## src/rtl/mem_arbiter.sv

```systemverilog
// Shares one data-memory port between the IFU and the LSU. One transaction is outstanding at a time.
// LSU has fixed priority, and a streak counter forces an IFU grant after STARVE_LIMIT contested LSU wins.
module mem_arbiter #(
    parameter int STARVE_LIMIT = 4
) (
    input  logic        clk,
    input  logic        rst,
    input  logic        ifu_req_valid,
    output logic        ifu_req_ready,
    input  logic [31:0] ifu_addr,
    output logic        ifu_resp_valid,
    input  logic        ifu_resp_ready,
    output logic [31:0] ifu_rdata,
    input  logic        lsu_req_valid,
    output logic        lsu_req_ready,
    input  logic [31:0] lsu_addr,
    input  logic        lsu_wen,
    input  logic [31:0] lsu_wdata,
    input  logic [7:0]  lsu_wmask,
    output logic        lsu_resp_valid,
    input  logic        lsu_resp_ready,
    output logic [31:0] lsu_rdata,
    output logic        mem_req_valid,
    input  logic        mem_req_ready,
    output logic [31:0] mem_addr,
    output logic        mem_wen,
    output logic [31:0] mem_wdata,
    output logic [7:0]  mem_wmask,
    input  logic        mem_resp_valid,
    output logic        mem_resp_ready,
    input  logic [31:0] mem_rdata
);
    typedef enum logic [1:0] {IDLE = 2'd0, REQ = 2'd1, WAIT = 2'd2, RESP = 2'd3} state_e;

    localparam logic [7:0] LIMIT_C = 8'(STARVE_LIMIT);

    state_e      state_q;
    logic        owner_q;
    logic [31:0] addr_q;
    logic        wen_q;
    logic [31:0] wdata_q;
    logic [7:0]  wmask_q;
    logic [31:0] rdata_q;
    logic [7:0]  streak_q;
    logic [7:0]  streak_d;
    logic        mem_req_valid_q;
    logic        mem_resp_ready_q;
    logic        ifu_resp_valid_q;
    logic        lsu_resp_valid_q;
    logic        starve_s;
    logic        lsu_win_s;
    logic        ifu_win_s;

    // Arbitration in IDLE and the next value of the streak counter
    always_comb begin
        starve_s  = ifu_req_valid && (LIMIT_C != 8'd0) && (streak_q >= LIMIT_C);
        lsu_win_s = (state_q == IDLE) && lsu_req_valid && !starve_s;
        ifu_win_s = (state_q == IDLE) && ifu_req_valid && !lsu_win_s;
        streak_d  = streak_q;
        if (ifu_win_s) begin
            streak_d = 8'd0;
        end else if (lsu_win_s && ifu_req_valid && (streak_q != 8'hFF)) begin
            streak_d = streak_q + 8'd1;
        end else begin
            streak_d = streak_q;
        end
    end

    // Transaction FSM with request latch, response buffer and registered handshake outputs
    always_ff @(posedge clk) begin
        if (rst) begin
            state_q          <= IDLE;
            owner_q          <= 1'b0;
            addr_q           <= 32'd0;
            wen_q            <= 1'b0;
            wdata_q          <= 32'd0;
            wmask_q          <= 8'd0;
            rdata_q          <= 32'd0;
            streak_q         <= 8'd0;
            mem_req_valid_q  <= 1'b0;
            mem_resp_ready_q <= 1'b0;
            ifu_resp_valid_q <= 1'b0;
            lsu_resp_valid_q <= 1'b0;
        end else begin
            case (state_q)
                IDLE: begin
                    streak_q <= streak_d;
                    if (lsu_win_s) begin
                        owner_q         <= 1'b1;
                        addr_q          <= lsu_addr;
                        wen_q           <= lsu_wen;
                        wdata_q         <= lsu_wdata;
                        wmask_q         <= lsu_wmask;
                        mem_req_valid_q <= 1'b1;
                        state_q         <= REQ;
                    end else if (ifu_win_s) begin
                        owner_q         <= 1'b0;
                        addr_q          <= ifu_addr;
                        wen_q           <= 1'b0;
                        wdata_q         <= 32'd0;
                        wmask_q         <= 8'd0;
                        mem_req_valid_q <= 1'b1;
                        state_q         <= REQ;
                    end
                end
                REQ: begin
                    if (mem_req_ready) begin
                        mem_req_valid_q  <= 1'b0;
                        mem_resp_ready_q <= 1'b1;
                        state_q          <= WAIT;
                    end
                end
                WAIT: begin
                    if (mem_resp_valid) begin
                        rdata_q          <= mem_rdata;
                        mem_resp_ready_q <= 1'b0;
                        ifu_resp_valid_q <= !owner_q;
                        lsu_resp_valid_q <= owner_q;
                        state_q          <= RESP;
                    end
                end
                RESP: begin
                    // Only the owner's resp_ready can close the transaction
                    if (owner_q ? lsu_resp_ready : ifu_resp_ready) begin
                        ifu_resp_valid_q <= 1'b0;
                        lsu_resp_valid_q <= 1'b0;
                        state_q          <= IDLE;
                    end
                end
                default: begin
                    mem_req_valid_q  <= 1'b0;
                    mem_resp_ready_q <= 1'b0;
                    ifu_resp_valid_q <= 1'b0;
                    lsu_resp_valid_q <= 1'b0;
                    state_q          <= IDLE;
                end
            endcase
        end
    end

    assign ifu_req_ready  = ifu_win_s;
    assign lsu_req_ready  = lsu_win_s;
    assign mem_req_valid  = mem_req_valid_q;
    assign mem_resp_ready = mem_resp_ready_q;
    assign mem_addr       = addr_q;
    assign mem_wen        = wen_q;
    assign mem_wdata      = wdata_q;
    assign mem_wmask      = wmask_q;
    assign ifu_resp_valid = ifu_resp_valid_q;
    assign lsu_resp_valid = lsu_resp_valid_q;
    assign ifu_rdata      = rdata_q;
    assign lsu_rdata      = rdata_q;
endmodule

```

## config.mk

```make
export PLATFORM = sky130hd
export DESIGN_NAME = mem_arbiter
export DESIGN_NICKNAME = d
export VERILOG_FILES = /design/src/rtl/mem_arbiter.sv
export SDC_FILE = /design/constraint.sdc
export NUM_CORES = 1
export LEC_CHECK = 0
export BUFFER_PORTS_ARGS = -buffer_cell sky130_fd_sc_hd__buf_2
export CORE_AREA = 2 2 112 114
export DETAILED_ROUTE_END_ITERATION = 8
export DIE_AREA = 0 0 114 116
export GPL_TIMING_DRIVEN = 0
export PLACE_DENSITY_LB_ADDON = 0.05
export SYNTH_ARGS = -nofsm -noshare
export SYNTH_HDL_FRONTEND = slang
export SYNTH_SLANG_ARGS = --single-unit
```

## constraint.sdc

```tcl
create_clock -name clk -period 2.2 [get_ports clk]
set_input_delay 0.11 -clock clk [delete_from_list [all_inputs] [get_ports clk]]
set_output_delay 0.11 -clock clk [all_outputs]
set_load 0.01 [all_outputs]
```

==> results.md <==
* Highest clock rate at 495 MHz
* CTS Buffer Depth at 2
* Setup crit start kind: flip-flop
* Hold Crit Class: primary input to flip-flop
* Sw frac at 32.9%
* Remaining DRCs at 0
* Final TNS setup at 0 ns
* CP Max Fanout at 8
* Mean Syn Cell Area at 8.38 sq um
* Number of max-cap violations at 0
* Initial Util at 40.8%
* Post-route clock period utilization at 91.9%
* Clock Latency Late Sink at 0.41 ns
* CTS buffer count at 17
* Sequential-to-total area share from yosys stat at 49.4%
* Grt total ovfl at 0
* Crit path time final at 2.02 ns
* Vias in the first global route at 5417
* Finished Cell Area at 8240 sq um
* Fraction of final layout cells sized beyond drive strength 1 at 37.4%
* Vias per cell at 4.85
* Post-DP Area at 6470 sq um
* Final Hold Violating Endpoints at 0
* RSZ-0062 raised after global routing: no
* Synth Flop Type: dfxtp_1
* Cell internal pwr at 6090 uW
* Final Slew Violations at 0
* Core Footprint at 11900 sq um
* Crit path kind: flip-flop to primary output
* Top-Level Pins at 288
* Detailed Routing Iterations Pass 1 at 4
* Cell count after synthesis at 580
* Status: complete, no violations
* # diodes at 0
* DR vias at 5586
* FF-to-FF setup slack at 0.20 ns
* Maximum number of pins on one net before global-route repair at 17
* Final nets at 1144
* Seq pwr share at 32.7%
* Worst r2r path cells at 8
* Core Rows at 40
* FF+latch count, synth at 120
* NetSw at 2980 uW
* Worst Path Required at 2.09 ns
* Count of yosys warnings during synthesis at 0
* Die width at 114 microns
* CTS root buf: clkbuf_16
* Die height at 116 microns
* Leak at 0.00400 uW
* Worst r2r src: state_q[0]
* Max-slew headroom at 63.3%
* PwrDens at 1100 nW/um^2
* Syn nets at 732
* Synthesized area at 4860 sq um
* Wire per inst at 14.5 microns
* Post-DP HPWL at 11.6 mm
* Clock Power Share at 34.9%
* Yosys cell types at 34
* Initial antenna violation count at 0
* Die Area at 13200 sq um
* 1st-iter DRT viols at 226
* Crit path capture type: primary output
* CTS sink count at 120
* Actual slew at the worst max-slew pin at 0.551 ns
* Final setup fails at 0
* CP Launch Point: state_q[0]
* Worst setup endpoint: ifu_req_ready
* Port Buf Inserts at 286
* Post-synth EDFFs at 0
* Comb power frac at 32.4%
* First-pass GRT wire length at 25.5 mm
* Gp weighted congestion at 0.845
* Clock slew at reported path FFs at 0.06 ns
* Clock Skews at 0.00572 ns
* Cell Count, Final, Fillers Out at 1152
* Cell total after placement at 1013
* GRT Util Overall at 24.5%
* Post-synth ARST share at 0%
* Max VDD drop at 564 uV
* RR Endpoint: mem_addr[5]
* Post-DRT Antenna Nets at 0
* H-Tree Level Count at 4
* Routed WL at 16.7 mm
* CTS tree: yes
* Area Overhead vs Synth at 69.5%
* Worst EP arrival at 1.91 ns
[how the worst min path moves through the flow]
stage,startpoint,endpoint,slack (ns),depth (start not counted)
after detailed placement,mem_rdata[5],ifu_rdata[5],0.36,3
after CTS,lsu_addr[11],mem_addr[11],0.008,3
final,lsu_addr[11],mem_addr[11],0.03,3
after global placement,mem_rdata[28],ifu_rdata[28],0.35,3
after floorplan,mem_rdata[0],ifu_rdata[0],0.25,2
after global routing,lsu_addr[7],mem_addr[7],0.02,3
[cell usage in the layout, fill, tap and decap left out, drive strengths merged, types with 2 or more instances in the layout]
master / netlist / layout
a211oi: 32 / 32
a21o: 2 / 2
a21oi: 72 / 72
a22o: 2 / 2
a22oi: 41 / 41
a41oi: 3 / 3
and2: 2 / 2
buf: 47 / 334
bufinv: 0 / 6
clkbuf: 29 / 47
clkinv: 0 / 4
clkinvlp: 0 / 3
dfxtp: 120 / 120
dlygate4sd3: 0 / 105
ha: 7 / 7
inv: 8 / 10
mux2i: 4 / 4
nand2: 106 / 106
nand4: 2 / 2
nor2: 88 / 88
o21ai: 3 / 3
o41ai: 2 / 2
[area by class of cell]
type,instances,area [sq um]
plain buffers,74,450
inverters,8,35.0
flip-flops and latches,120,2400
well taps,147,184
repair buffers,395,2510
clock buffers,17,425
fillers,964,3680
multi-input cells,376,1980
clock inverters,15,248
[cells in the mapped netlist (2+ instances only)]
library cell	number	area (sq um)
a211oi_1	32	240
a21o_1	2	15.0
a21oi_1	72	360
a22o_1	2	17.5
a22oi_1	41	308
a41oi_1	2	17.5
and2_1	2	12.5
buf_1	2	7.51
buf_2	6	30.0
buf_4	35	263
buf_6	4	45.0
clkbuf_1	29	109
dfxtp_1	120	2400
ha_1	7	87.6
inv_1	7	26.3
mux2i_1	4	40.0
nand2_1	106	398
nand4_1	2	12.5
nor2_1	88	330
o21ai_0	2	10.0
o41ai_1	2	17.5
[routing by layer]
metal  up-vias  wire length, microns  GRT usage [%]
met4         0                   403           10.8
met1      2565                  6580           25.8
li1       2773                     -              -
met5         -                     0              0
met3        33                  1110           7.27
met2       215                  8640           45.2
[through the flow]
| step | setup WS, ns | hold WS [ns] | utilization, % | total power, uW |
|---|---|---|---|---|
| final | 0.179 | 0.0264 | 69.1 | 9080 |
| after global routing | 0.0671 | 0.0224 | 69.1 | 9570 |
| after CTS | 0.0206 | 0.00778 | 68.9 | 9060 |
| after detailed placement | -0.136 | 0.358 | 54.4 | 5710 |
| after global placement | -0.0627 | 0.353 | 54.4 | 5640 |
| after floorplan | 0.299 | 0.246 | - | 4630 |
[sequential cells by signal, summed over array words and instances, names as in the netlist]
signal and flops:
lsu_resp_valid 1, ifu_resp_valid 1, mem_wmask 8, mem_wdata 32, owner_q 1, mem_req_valid 1, ifu_rdata 32, state_q 2
mem_wen 1, streak_q 8, mem_addr 32, mem_resp_ready 1
[critical path, cell delays in order (launching register included)]
cell and delay, ns:
dfxtp_2 0.34, inv_1 0.08, ha_2 0.26, and3b_1 0.22, a41oi_4 0.22, clkinv_4 0.12, nor2_1 0.11, buf_2 0.14
[logic make-up after synthesis]
logic type,synth area share [%]
adder cells (fa/ha/maj),1.80
AO/OA/AOI/OAI,21.4
flip-flops,49.4
buffers and inverters,9.96
AND/OR/NAND/NOR,16.6
multiplexers,0.824
[power by group through the flow]
stage / registers, uW / clock network [uW] / logic, uW
after CTS: 2950 / 3210 / 2890
final: 2970 / 3170 / 2940
after detailed placement: 2990 / 0 / 2720
after global routing: 3020 / 3320 / 3230
after global placement: 2970 / 0 / 2670
after floorplan: 3200 / 0 / 1430
[what timing repair did]
item                                    4_1_cts  5_1_grt
endpoints found under the hold margin       105        0
hold buffers                                105        0
endpoints found under the setup margin       52       62
gates resized for setup                       3       10
setup buffers                                 1        3
No activity file was read; power rests on OpenSTA's default activity.
